--- config.mk ---
export PLATFORM = sky130hd
export DESIGN_NAME = fetch_unit_flat
export DESIGN_NICKNAME = d
export VERILOG_FILES = /design/src/rtl/fetch_pkg.sv /design/src/rtl/fetch_if.sv /design/src/rtl/fetch_buffer.sv /design/src/rtl/fetch_unit.sv /design/src/flat_wrapper.sv
export SDC_FILE = /design/constraint.sdc
export NUM_CORES = 1
export LEC_CHECK = 0
export CAP_MARGIN = 15
export CORE_ASPECT_RATIO = 1.2
export CORE_UTILIZATION = 28
export DETAILED_ROUTE_END_ITERATION = 10
export GPL_ROUTABILITY_DRIVEN = 0
export PLACE_DENSITY_LB_ADDON = 0.3
export SYNTH_ARGS = -nofsm -noshare
export SYNTH_HDL_FRONTEND = slang
export SYNTH_HIERARCHICAL = 1
export SYNTH_SLANG_ARGS = --single-unit
--- constraint.sdc ---
create_clock -name clk -period 3.1 [get_ports clk]
set_clock_uncertainty 0.05 [all_clocks]
set_input_delay 0.31 -clock clk [delete_from_list [all_inputs] [get_ports clk]]
set_output_delay 0.31 -clock clk [all_outputs]
set_load 0.02 [all_outputs]
--- src/rtl/fetch_pkg.sv ---
// Shared types and constants for the RV32I instruction fetch stage.
package fetch_pkg;

  localparam logic [31:0] NOP_INSTR        = 32'h0000_0013;
  localparam logic [31:0] DEFAULT_RESET_PC = 32'h0000_0000;

  typedef enum logic {
    RUN  = 1'b0,
    HALT = 1'b1
  } fetch_state_e;

  typedef struct packed {
    logic [31:0] instr;
    logic [31:0] pc;
    logic        fault;
  } fetch_entry_t;

  // A fetch address is illegal when misaligned or beyond the instruction memory.
  function automatic logic pcIsIllegal(input logic [31:0] pc, input int unsigned words);
    logic [32:0] limit;
    limit = {1'b0, words} << 2;
    return (pc[1:0] != 2'b00) || ({1'b0, pc} >= limit);
  endfunction

endpackage

--- src/rtl/fetch_if.sv ---
// Fetch-stage bus: instruction memory port, redirect input and decode handshake.
interface fetch_if;

  logic [31:0] imem_addr;
  logic [31:0] imem_rdata;
  logic        redirect_valid;
  logic [31:0] redirect_pc;
  logic        id_valid;
  logic        id_ready;
  logic [31:0] id_instr;
  logic [31:0] id_pc;
  logic        id_fault;
  logic        fetch_halted;

  modport master (
    output imem_addr, id_valid, id_instr, id_pc, id_fault, fetch_halted,
    input  imem_rdata, redirect_valid, redirect_pc, id_ready
  );

  modport slave (
    input  imem_addr, id_valid, id_instr, id_pc, id_fault, fetch_halted,
    output imem_rdata, redirect_valid, redirect_pc, id_ready
  );

endinterface

--- src/rtl/fetch_buffer.sv ---
// Small synchronous FIFO of fetch entries; flush beats push and pop in the same cycle.
module fetch_buffer
  import fetch_pkg::*;
#(
  parameter  int DEPTH = 2,
  localparam int CNT_W = $clog2(DEPTH + 1),
  localparam int PTR_W = (DEPTH > 1) ? $clog2(DEPTH) : 1
) (
  input  logic             clk,
  input  logic             rst_n,
  input  logic             i_push,
  input  logic             i_pop,
  input  logic             i_flush,
  input  fetch_entry_t     i_entry,
  output logic [CNT_W-1:0] o_count,
  output logic             o_full,
  output logic             o_empty,
  output fetch_entry_t     o_head
);

  fetch_entry_t     r_mem [DEPTH];
  logic [PTR_W-1:0] r_rdPtr;
  logic [PTR_W-1:0] r_wrPtr;
  logic [CNT_W-1:0] r_count;
  logic             w_doPush;
  logic             w_doPop;

  function automatic logic [PTR_W-1:0] ptrNext(input logic [PTR_W-1:0] p);
    return (p == PTR_W'(DEPTH - 1)) ? '0 : p + 1'b1;
  endfunction

  assign w_doPop  = i_pop && !o_empty;
  assign w_doPush = i_push && (!o_full || w_doPop);

  always_ff @(posedge clk or negedge rst_n) begin
    if (!rst_n) begin
      r_rdPtr <= '0;
      r_wrPtr <= '0;
      r_count <= '0;
      for (int i = 0; i < DEPTH; i++) begin
        r_mem[i] <= '0;
      end
    end else if (i_flush) begin
      r_rdPtr <= '0;
      r_wrPtr <= '0;
      r_count <= '0;
    end else begin
      if (w_doPush) begin
        r_mem[r_wrPtr] <= i_entry;
        r_wrPtr        <= ptrNext(r_wrPtr);
      end
      if (w_doPop) begin
        r_rdPtr <= ptrNext(r_rdPtr);
      end
      case ({w_doPush, w_doPop})
        2'b10:   r_count <= r_count + 1'b1;
        2'b01:   r_count <= r_count - 1'b1;
        default: r_count <= r_count;
      endcase
    end
  end

  assign o_count = r_count;
  assign o_empty = (r_count == '0);
  assign o_full  = (r_count == CNT_W'(DEPTH));
  assign o_head  = r_mem[r_rdPtr];

endmodule

--- src/rtl/fetch_unit.sv ---
// Instruction fetch stage: PC register, next-PC selection, fetch-address check
// and RUN/HALT control feeding a small buffer towards decode.
module fetch_unit
  import fetch_pkg::*;
#(
  parameter logic [31:0] RESET_PC   = DEFAULT_RESET_PC,
  parameter int unsigned IMEM_WORDS = 1024,
  parameter int          BUF_DEPTH  = 2
) (
  input  logic    clk,
  input  logic    rst_n,
  fetch_if.master io_fetch
);

  localparam int CNT_W = $clog2(BUF_DEPTH + 1);

  fetch_state_e     r_state;
  fetch_state_e     w_stateNext;
  logic [31:0]      r_pc;
  logic [31:0]      w_pcNext;
  logic             w_fault;
  logic             w_push;
  logic             w_pop;
  logic             w_valid;
  logic             w_full;
  logic             w_empty;
  logic [CNT_W-1:0] w_count;
  fetch_entry_t     w_entry;
  fetch_entry_t     w_head;

  assign w_fault = pcIsIllegal(r_pc, IMEM_WORDS);
  assign w_valid = (w_count != '0);
  assign w_pop   = w_valid && io_fetch.id_ready;
  assign w_push  = (r_state == RUN) && (!w_full || w_pop);

  // A faulting PC is recorded as a NOP-carrying fault entry so decode sees it in order.
  always_comb begin
    w_entry.instr = w_fault ? NOP_INSTR : io_fetch.imem_rdata;
    w_entry.pc    = r_pc;
    w_entry.fault = w_fault;
  end

  always_ff @(posedge clk or negedge rst_n) begin
    if (!rst_n) begin
      r_state <= RUN;
      r_pc    <= RESET_PC;
    end else begin
      r_state <= w_stateNext;
      r_pc    <= w_pcNext;
    end
  end

  // Redirect wins over any fetch progress in the same cycle.
  always_comb begin
    w_stateNext = r_state;
    w_pcNext    = r_pc;
    if (io_fetch.redirect_valid) begin
      w_stateNext = RUN;
      w_pcNext    = io_fetch.redirect_pc;
    end else if (w_push) begin
      if (w_fault) begin
        w_stateNext = HALT;
      end else begin
        w_pcNext = r_pc + 32'd4;
      end
    end
  end

  fetch_buffer #(
    .DEPTH (BUF_DEPTH)
  ) u_buffer (
    .clk     (clk),
    .rst_n   (rst_n),
    .i_push  (w_push),
    .i_pop   (w_pop),
    .i_flush (io_fetch.redirect_valid),
    .i_entry (w_entry),
    .o_count (w_count),
    .o_full  (w_full),
    .o_empty (w_empty),
    .o_head  (w_head)
  );

  assign io_fetch.imem_addr    = r_pc;
  assign io_fetch.fetch_halted = (r_state == HALT);
  assign io_fetch.id_valid     = w_valid;
  assign io_fetch.id_instr     = w_empty ? NOP_INSTR : w_head.instr;
  assign io_fetch.id_pc        = w_empty ? 32'd0 : w_head.pc;
  assign io_fetch.id_fault     = w_empty ? 1'b0 : w_head.fault;

endmodule

--- src/flat_wrapper.sv ---
// flat-port wrapper written by rule: the top's interface ports become plain ports
module fetch_unit_flat import fetch_pkg::*;
#(
  parameter logic [31:0] RESET_PC   = DEFAULT_RESET_PC,
  parameter int unsigned IMEM_WORDS = 1024,
  parameter int          BUF_DEPTH  = 2
)
  (clk, rst_n, io_fetch_imem_addr, io_fetch_id_valid, io_fetch_id_instr, io_fetch_id_pc, io_fetch_id_fault, io_fetch_fetch_halted, io_fetch_imem_rdata, io_fetch_redirect_valid, io_fetch_redirect_pc, io_fetch_id_ready);
  fetch_if io_fetch_i ();
  input  logic clk;
  input  logic rst_n;
  output wire logic [$bits(io_fetch_i.imem_addr)-1:0] io_fetch_imem_addr;
  output wire logic [$bits(io_fetch_i.id_valid)-1:0] io_fetch_id_valid;
  output wire logic [$bits(io_fetch_i.id_instr)-1:0] io_fetch_id_instr;
  output wire logic [$bits(io_fetch_i.id_pc)-1:0] io_fetch_id_pc;
  output wire logic [$bits(io_fetch_i.id_fault)-1:0] io_fetch_id_fault;
  output wire logic [$bits(io_fetch_i.fetch_halted)-1:0] io_fetch_fetch_halted;
  input wire logic [$bits(io_fetch_i.imem_rdata)-1:0] io_fetch_imem_rdata;
  input wire logic [$bits(io_fetch_i.redirect_valid)-1:0] io_fetch_redirect_valid;
  input wire logic [$bits(io_fetch_i.redirect_pc)-1:0] io_fetch_redirect_pc;
  input wire logic [$bits(io_fetch_i.id_ready)-1:0] io_fetch_id_ready;
  assign io_fetch_imem_addr = io_fetch_i.imem_addr;
  assign io_fetch_id_valid = io_fetch_i.id_valid;
  assign io_fetch_id_instr = io_fetch_i.id_instr;
  assign io_fetch_id_pc = io_fetch_i.id_pc;
  assign io_fetch_id_fault = io_fetch_i.id_fault;
  assign io_fetch_fetch_halted = io_fetch_i.fetch_halted;
  assign io_fetch_i.imem_rdata = io_fetch_imem_rdata;
  assign io_fetch_i.redirect_valid = io_fetch_redirect_valid;
  assign io_fetch_i.redirect_pc = io_fetch_redirect_pc;
  assign io_fetch_i.id_ready = io_fetch_id_ready;
  fetch_unit #(.RESET_PC(RESET_PC), .IMEM_WORDS(IMEM_WORDS), .BUF_DEPTH(BUF_DEPTH)) u_core (.clk(clk), .rst_n(rst_n), .io_fetch(io_fetch_i));
endmodule
==> results.yml, run 1 <==
critical_path:
  worstPathBufferInverterCount: 2
  crit_fanout: 21
  critPathKind: "register to primary output"
  crit_chain: "buf_4 -> mux2_2 -> nor2b_1 -> clkdlybuf4s50_1"
  cpMaxStageDelayCell: "dfrtp_4"
  crit_family: "buffers and inverters"
  cp-end-kind: "primary output"
  worst_setup_path_start_kind: "register"
  crit_required_ns: 2.74
  critPathMaxStageDelay_ns: 0.68
  crit_arrival_ns: 2.51
floorplanning:
  start_util: 0.286
  coreArea_sq_um: 29800
  num_rows: 69
  dieArea_sq_um: 31100
  fp.dieH_um: 193
  pin_count: 167
  die_x_um: 161
placed_design:
  preCtsSetupSlack_ns: 0.339
  placed_cell_area_sq_um: 10500
  io_buffers: 166
  dpl.cell_count: 1168
  dp_hpwl_mm: 14.0
logic_synthesis:
  synth_edf_count: 0
  synth-seq-area-share: 0.491
  avgSynthCellArea_sq_um: 12.8
  synth.most_common_cell: "mux2_2"
  synth_commonest_cells: "mux2_2 (177), dfrtp_1 (167), nor2b_1 (69), mux2_4 (39), buf_4 (32)"
  synth_cell_types: 41
  synth_top_area_cell: "dfrtp_1"
  netlist_instances: 667
  yosysWarnings: 6
  yosysTopAreaCellShare: 0.491
  ys_ff_latch: 167
  async_reset_ff_frac: 1.00
  synthFlopType: "dfrtp_1"
  synthTopCellsByArea: "dfrtp_1 (49%), mux2_2 (23%), mux2_4 (6.9%)"
  syn-cell-area_sq_um: 8510
  syn_nets: 737
cts:
  root_buffer: "clkbuf_16"
  cts.sinks: 167
  path_clk_slew_ns: 0.07
  htreeDepth: 4
  cts_buffer_depth: 2
  insertion_delay_ns: 0.42
  cts_resized: 0
  cts_tree: "done"
  cts_buffers: 17
final_layout:
  area.growth.synth_to_final_pct: 30.3
  fin_nets: 868
  fillCellCount: 2908
  final_util: 0.372
  drive_above_1_share: 0.343
  seqCellArea_sq_um: 4180
  multi_input_area_sq_um: 3870
  finalInstanceArea_sq_um: 11100
  instances_no_fill: 1202
global_route:
  met1_usage: 0.184
  met3_usage: 0.0385
  antenna_found_initial: 0
  grt-ovfl-total: 0
  grt_pass1_wl_mm: 34.3
  grt_max_degree: 73
  track_usage: 0.144
  grt_most_used_layer: "met2"
  grtUsageMet2: 0.239
  grt_pass1_vias: 5935
pwr:
  power.switching_mw: 1.83
  p_per_area_nw_per_um2: 590
  p_leak_nw: 4.71
  p_total_mw: 6.54
  ir_drop_v: 0.000361
  pwr-share-comb: 0.227
  p_int_mw: 4.71
  power.share.clock: 0.344
  pwr-share-seq: 0.429
  switching_share: 0.280
timing:
  setup_viol: 0
  hold_viol: 0
  setup_slack_ns: 0.233
  rsz0062_at_grt: "false"
  finalSetupTns_ns: 0
  hold_slack_ns: 0.316
  worst_pin_slew_ns: 0.505
  slew_headroom: 0.655
  period_share: 0.925
  fmax_ghz: 0.349
  slew_viol_final: 0
  min_period_ns: 2.87
drt:
  wl_mm: 21.8
  drc_errors: 0
  route.detailed.wl_per_inst_um: 18.1
  vias: 5584
  vias_per_cell: 4.65
  ant_nets: 0
  dr.pass1.iters: 4
  drtIter0Drc: 214
job:
  drv_cap: 0
min_path:
  hold_path.class: "primary input to asynchronous set/reset pin"
status:
  outcome: "complete, no violations"
==> placed cells by master (no fill, tap or decap), types with 3 or more instances in the layout <==
cell type,netlist,routed
a211oi_1,3,3
nand2_1,6,6
clkbuf_16,0,17
a31oi_1,6,6
bufinv_16,0,3
buf_4,32,12
mux2_4,39,39
or4_1,6,6
clkdlybuf4s50_1,0,164
nand4_1,4,4
o21ai_0,8,8
buf_12,0,7
a21oi_1,6,6
inv_1,8,8
clkinvlp_4,0,3
and3_1,30,30
or2_2,4,4
nand3_1,8,8
o31ai_1,3,3
dfrtp_1,167,166
nor4_1,5,5
inv_6,0,4
mux2_2,177,177
or3_1,6,6
nor2_1,11,10
nor2b_1,69,69
==> kinds of logic (layout without fill, tap and decap cells) <==
kind of cell | Yosys count | count (layout) | share of synthesized area
other cells | 0 | 1 | 0
fa+ha+maj | 2 | 2 | 0.00294
flops | 167 | 167 | 0.491
mux | 217 | 217 | 0.304
buf+inv | 82 | 226 | 0.0560
xor+xnor | 1 | 1 | 0.00103
compound gates | 38 | 38 | 0.0299
simple gates | 160 | 160 | 0.114
==> metal layers <==
metal  vias up  wire length (um)
met5         -                 0
met4         0               268
met3        14              1100
met2       133             10400
met1      2831              9990
li1       2606                 -
==> registers in the layout (all words and copies together) (netlist names) <==
| register | flops |
|---|---|
| u_core/u_buffer/o_count | 2 |
| u_core/u_buffer/r_mem | 130 |
| u_core/io_fetch.fetch_halted | 1 |
| u_core/u_buffer/r_rdPtr | 1 |
| u_core/io_fetch.imem_addr | 32 |
| u_core/u_buffer/r_wrPtr | 1 |
==> power by group through the flow <==
stage               clock (mW)  sequential (mW)  combinational, mW
finish                    2.25             2.81               1.49
global route              2.42             2.87               1.60
CTS                       2.34             2.81               1.51
detailed placement           0             2.85               1.50
global placement             0             2.84               1.49
floorplan                    0             2.75               1.01
==> layout make-up <==
type                       instances  area share
antenna                            1    0.000226
clock buffer                      18      0.0387
clock inverter                    14      0.0169
inverter                           8     0.00271
multi-input combinational        418       0.349
sequential                       167       0.377
tap                              390      0.0440
timing repair buffer             186       0.171
==> final timing paths <==
| kind | startpoint | end | slack [ns] | depth (start not counted) |
|---|---|---|---|---|
| max | u_core/u_buffer/r_rdPtr | io_fetch_id_pc[23] | 0.23 | 4 |
| max in group asynchronous | rst_n | u_core/u_buffer/r_mem[94] | 1.94 | 3 |
| min in group clk | io_fetch_redirect_pc[12] | u_core/io_fetch.imem_addr[12] | 0.43 | 2 |
| max reg2reg | u_core/u_buffer/o_count[0] | u_core/u_buffer/r_mem[129] | 0.40 | 6 |
| min | rst_n | u_core/u_buffer/r_mem[126] | 0.32 | 2 |
| min reg2reg | u_core/u_buffer/r_mem[105] | u_core/u_buffer/r_mem[105] | 0.45 | 1 |
==> what timing repair did <==
action / in CTS / in global routing
endpoints found under the hold margin: 33 / 0
endpoints found under the setup margin: 0 / 0
buffers inserted: 0 / 0
hold buffers: 1 / 0
Note: power is estimated with default switching activity, not from simulation.
==> run 2, diff against run 1 <==
--- a/config.mk
+++ b/config.mk
@@ -6,10 +6,13 @@
 export NUM_CORES = 1
 export LEC_CHECK = 0
 export CAP_MARGIN = 15
+export CELL_PAD_IN_SITES_DETAIL_PLACEMENT = 1
+export CELL_PAD_IN_SITES_GLOBAL_PLACEMENT = 1
 export CORE_ASPECT_RATIO = 1.2
 export CORE_UTILIZATION = 28
 export DETAILED_ROUTE_END_ITERATION = 10
 export GPL_ROUTABILITY_DRIVEN = 0
+export HOLD_SLACK_MARGIN = 0.05
 export PLACE_DENSITY_LB_ADDON = 0.3
 export SYNTH_ARGS = -nofsm -noshare
 export SYNTH_HDL_FRONTEND = slang
==> run 2 against run 1 <==
- count of clock-buffer cells in the layout is 3 higher
- global-route usage grew 1.2 points
- clock power is 9.8% higher
- sequential cell count did not move
- die area unchanged
- critical path type unchanged
- largest cell class unchanged
==> results.yml, run 2 (synthesized netlist as in run 1, its figures left out) <==
status:
  outcome: "complete, no violations"
placed_design:
  dp_hpwl_mm: 15.0
  preCtsSetupSlack_ns: 0.465
  placed_cell_area_sq_um: 10500
  io_buffers: 166
floorplanning:
  coreArea_sq_um: 29800
  die_x_um: 161
  num_rows: 69
  start_util: 0.286
  pin_count: 167
  dieArea_sq_um: 31100
  fp.dieH_um: 193
final_layout:
  diodes: 0
  final_cell_mix: "mux2_2 (177), dfrtp_1 (166), clkdlybuf4s50_1 (164)"
  fillCellCount: 3167
  largest_register: "u_core/u_buffer/r_mem"
  largest_register_ffs: 130
  layout_commonest_cell: "mux2_2"
  final_util: 0.376
  fin_nets: 872
  area.growth.synth_to_final_pct: 31.5
  drive_above_1_share: 0.345
  finalInstanceArea_sq_um: 11200
cts:
  root_buffer: "clkbuf_16"
  post_cts_buffers: 0
  cts_tree: "done"
  cts.sinks: 167
  htreeDepth: 4
  insertion_delay_ns: 0.43
  path_clk_slew_ns: 0.07
  cts_buffers: 17
  cts_hold_buf: 1
  cts_resized: 0
  cts_buffer_depth: 2
drt:
  drc_errors: 0
  route.detailed.wl_per_inst_um: 19.1
  wl_mm: 23.1
  dr.pass1.iters: 4
  vias_per_cell: 4.68
  ant_nets: 0
  drtIter0Drc: 178
  vias: 5636
critical_path:
  cp-end-kind: "primary output"
  worst_setup_path_start_kind: "register"
  reg2reg_depth: 6
  crit_fanout: 30
  critPathKind: "register to primary output"
  crit_required_ns: 2.74
  crit_arrival_ns: 2.54
min_path:
  hold_path.class: "primary input to register"
  min_path_cells: 2
timing:
  worst_pin_slew_ns: 0.746
  period_share: 0.935
  setup_viol: 0
  fmax_ghz: 0.345
  slew_viol_final: 0
  hold_viol: 0
  min_period_ns: 2.90
  slew_headroom: 0.502
  setup_slack_ns: 0.203
  rsz0062_at_grt: "false"
  finalSetupTns_ns: 0
pwr:
  p_total_mw: 6.78
  power.switching_mw: 1.79
  pwr-share-seq: 0.415
  ir_drop_v: 0.000274
  p_leak_nw: 4.76
  p_int_mw: 4.99
  pwr-share-comb: 0.221
  power.share.clock: 0.364
  p_per_area_nw_per_um2: 606
  switching_share: 0.265
global_route:
  grt_pass1_vias: 6231
  grt-ovfl-total: 0
  grt_pass1_wl_mm: 36.7
  antenna_found_initial: 0
  grt_max_degree: 74
  track_usage: 0.156
job:
  drv_cap: 0
-- run 2: cell types whose count changed in the layout (fill, tap and decap cells not counted), moves of 2 or more --
cell,before,now
buf_4,12,15
bufinv_16,3,6
clkbuf_8,0,2
clkinvlp_4,3,1
inv_6,4,1
inv_8,2,0
-- run 2: layout make-up --
type                       count  area, sq um  area share
sequential                   167         4180       0.374
timing repair buffer         190         1940       0.173
tap                          390          488      0.0436
clock buffer                  21          460      0.0412
inverter                       8         30.0     0.00268
multi-input combinational    418         3870       0.346
clock inverter                11          219      0.0196
-- run 2: power by group through the flow --
stage          clock (mW)  sequential (mW)  combinational, mW
2_1_floorplan           0             2.75               1.01
3_3_place_gp            0             2.85               1.49
3_5_place_dp            0             2.86               1.52
4_1_cts              2.56             2.82               1.53
5_1_grt              2.63             2.87               1.63
6_report             2.47             2.82               1.50
-- run 2: worst paths after layout --
check                           slack, ns                  startpoint                          to
worst max-delay path                 0.20     u_core/u_buffer/r_rdPtr           io_fetch_id_pc[8]
worst min-delay path                 0.12     io_fetch_redirect_valid  u_core/u_buffer/o_count[0]
worst max register to register       0.51  u_core/u_buffer/o_count[1]   u_core/u_buffer/r_mem[90]
worst min register to register       0.45   u_core/u_buffer/r_mem[95]   u_core/u_buffer/r_mem[95]
max in group asynchronous            1.83                       rst_n   u_core/u_buffer/r_mem[14]
min in group asynchronous            0.45                       rst_n   u_core/u_buffer/r_mem[56]
-- run 2: stage by stage --
stage               std cells  hold slack, ns
global route             1205          0.0844
detailed placement       1172           0.365
floorplan                 667         -0.0356
finish                   1205           0.122
CTS                      1205          0.0940
global placement         1172           0.360
-- run 2: worst max-delay path: stages, from the launching register on --
cell and delay [ns]:
dfrtp_4 0.71, buf_12 0.28, mux2_2 0.39, nor2b_1 0.15, clkdlybuf4s50_1 0.56
-- run 2: per-layer routing --
metal,global-route usage,vias up,part of all wire
met4,0.0392,0,0.0094
met3,0.0419,14,0.044
li1,-,2607,-
met2,0.257,112,0.48
met1,0.203,2903,0.47
met5,0,-,0
==> run 3, diff against run 2 <==
--- a/config.mk
+++ b/config.mk
@@ -8,7 +8,7 @@
 export CAP_MARGIN = 15
 export CELL_PAD_IN_SITES_DETAIL_PLACEMENT = 1
 export CELL_PAD_IN_SITES_GLOBAL_PLACEMENT = 1
-export CORE_ASPECT_RATIO = 1.2
+export CORE_ASPECT_RATIO = 0.6
 export CORE_UTILIZATION = 28
 export DETAILED_ROUTE_END_ITERATION = 10
 export GPL_ROUTABILITY_DRIVEN = 0
==> run 3 against run 2 <==
- the flow now finishes with violations (DRC)
- sequential cell count stayed put
- final area is 0.95% lower
- via count is 0.71% lower
- first-iteration DRC count is 28% higher
- critical path type unchanged
==> results.yml, run 3 (synthesized netlist as in run 1, its figures left out) <==
pwr:
  pwr-share-comb: 0.228
  ir_drop_v: 0.000300
  pwr-share-seq: 0.433
  p_int_mw: 4.68
  p_per_area_nw_per_um2: 587
  p_leak_nw: 4.68
  power.share.clock: 0.339
  power.switching_mw: 1.83
  switching_share: 0.281
global_route:
  track_usage: 0.158
  grt-ovfl-total: 0
  grt_pass1_vias: 6024
  grt_pass1_wl_mm: 36.7
  grt_max_degree: 65
  antenna_found_initial: 0
final_layout:
  final_cell_mix: "mux2_2 (177), dfrtp_1 (166), clkdlybuf4s50_1 (164)"
  area.growth.synth_to_final_pct: 30.3
  multi_input_area_sq_um: 3870
  drive_above_1_share: 0.343
  largest_register: "u_core/u_buffer/r_mem"
  diodes: 0
  seqCellArea_sq_um: 4180
  layout_commonest_cell: "mux2_2"
  largest_register_ffs: 130
  fillCellCount: 3199
  fin_nets: 867
placed_design:
  preCtsSetupSlack_ns: 0.435
  io_buffers: 166
  dp_hpwl_mm: 15.5
floorplanning:
  pin_count: 167
  fp.dieH_um: 137
  num_rows: 49
  start_util: 0.284
  die_x_um: 227
  coreArea_sq_um: 29900
  dieArea_sq_um: 31100
timing:
  setup_viol: 0
  slew_headroom: 0.624
  fmax_ghz: 0.342
  hold_viol: 0
  slew_viol_final: 0
  worst_pin_slew_ns: 0.559
  period_share: 0.942
  setup_slack_ns: 0.179
  min_period_ns: 2.92
  finalSetupTns_ns: 0
  rsz0062_at_grt: "false"
drt:
  wl_mm: 23.4
  vias_per_cell: 4.59
  dr.pass1.iters: 7
  vias: 5596
  drtIter0Drc: 228
  route.detailed.wl_per_inst_um: 19.3
  drc_errors: 2
  ant_nets: 0
cts:
  root_buffer: "clkbuf_16"
  cts_buffers: 17
  path_clk_slew_ns: 0.06
  post_cts_buffers: 0
  cts.sinks: 167
  cts_buffer_depth: 2
  htreeDepth: 4
  cts_tree: "done"
  insertion_delay_ns: 0.44
status:
  outcome: "finished with violations"
  violations: "DRC"
min_path:
  hold_path.class: "primary input to register"
job:
  drv_cap: 0
critical_path:
  critPathMaxStageDelay_ns: 0.78
  cpMaxStageDelayCell: "dfrtp_4"
  worstPathBufferInverterCount: 2
  crit_family: "buffers and inverters"
  crit_required_ns: 2.74
  cp-end-kind: "primary output"
  crit_fanout: 32
  worst_setup_path_start_kind: "register"
  critPathKind: "register to primary output"
  crit_chain: "buf_12 -> mux2_2 -> nor2b_1 -> clkdlybuf4s50_1"
  crit_arrival_ns: 2.56
[run 3: worst paths after layout]
kind	end	slack [ns]	cells past startpoint	start
max	io_fetch_id_pc[2]	0.18	4	u_core/u_buffer/r_rdPtr
min reg2reg	u_core/u_buffer/r_mem[36]	0.45	1	u_core/u_buffer/r_mem[36]
min in group asynchronous	u_core/u_buffer/r_mem[10]	0.40	2	rst_n
max reg2reg	u_core/u_buffer/r_mem[106]	0.46	6	u_core/u_buffer/o_count[1]
min	u_core/io_fetch.imem_addr[3]	0.24	3	io_fetch_redirect_valid
max in group asynchronous	u_core/u_buffer/r_mem[47]	1.87	3	rst_n
[run 3: layer usage]
layer,track usage,share of wire
met5,0,0
met4,0.0380,0.0066
met1,0.233,0.52
met3,0.0404,0.044
met2,0.227,0.43
[run 3: power by group through the flow]
stage          registers [mW]  logic, mW  clock network [mW]
3_3_place_gp             2.84       1.48                   0
4_1_cts                  2.82       1.51                2.30
6_report                 2.82       1.48                2.20
5_1_grt                  2.88       1.60                2.37
3_5_place_dp             2.86       1.50                   0
2_1_floorplan            2.75       1.01                   0
[run 3: layout make-up]
cell class	count	area share
Tap cell	408	0.0461
Inverter	8	0.00271
Sequential cell	167	0.377
Timing Repair Buffer	185	0.170
Clock buffer	20	0.0421
Multi-Input combinational cell	418	0.349
Clock inverter	12	0.0130
[run 3: stage by stage]
stage / hold WS (ns) / total power [mW] / util / area [sq um] / cells
2_1_floorplan: -0.0356 / 3.76 / - / 8510 / 667
3_3_place_gp: 0.309 / 4.32 / 0.350 / 10500 / 1185
5_1_grt: 0.267 / 6.85 / 0.370 / 11100 / 1218
4_1_cts: 0.219 / 6.63 / 0.370 / 11100 / 1218
3_5_place_dp: 0.312 / 4.36 / 0.350 / 10500 / 1185
6_report: 0.244 / 6.51 / 0.370 / 11100 / 1218
[run 3: tightest hold or removal path: stages]
cell       delay [ns]
buf_2            0.17
a41oi_1          0.07
a2bb2oi_1        0.13
[run 3: repair_timing]
action,in CTS,in global routing
hold buffers,1,0
gates resized for setup,0,0
hold endpoints to repair,60,0
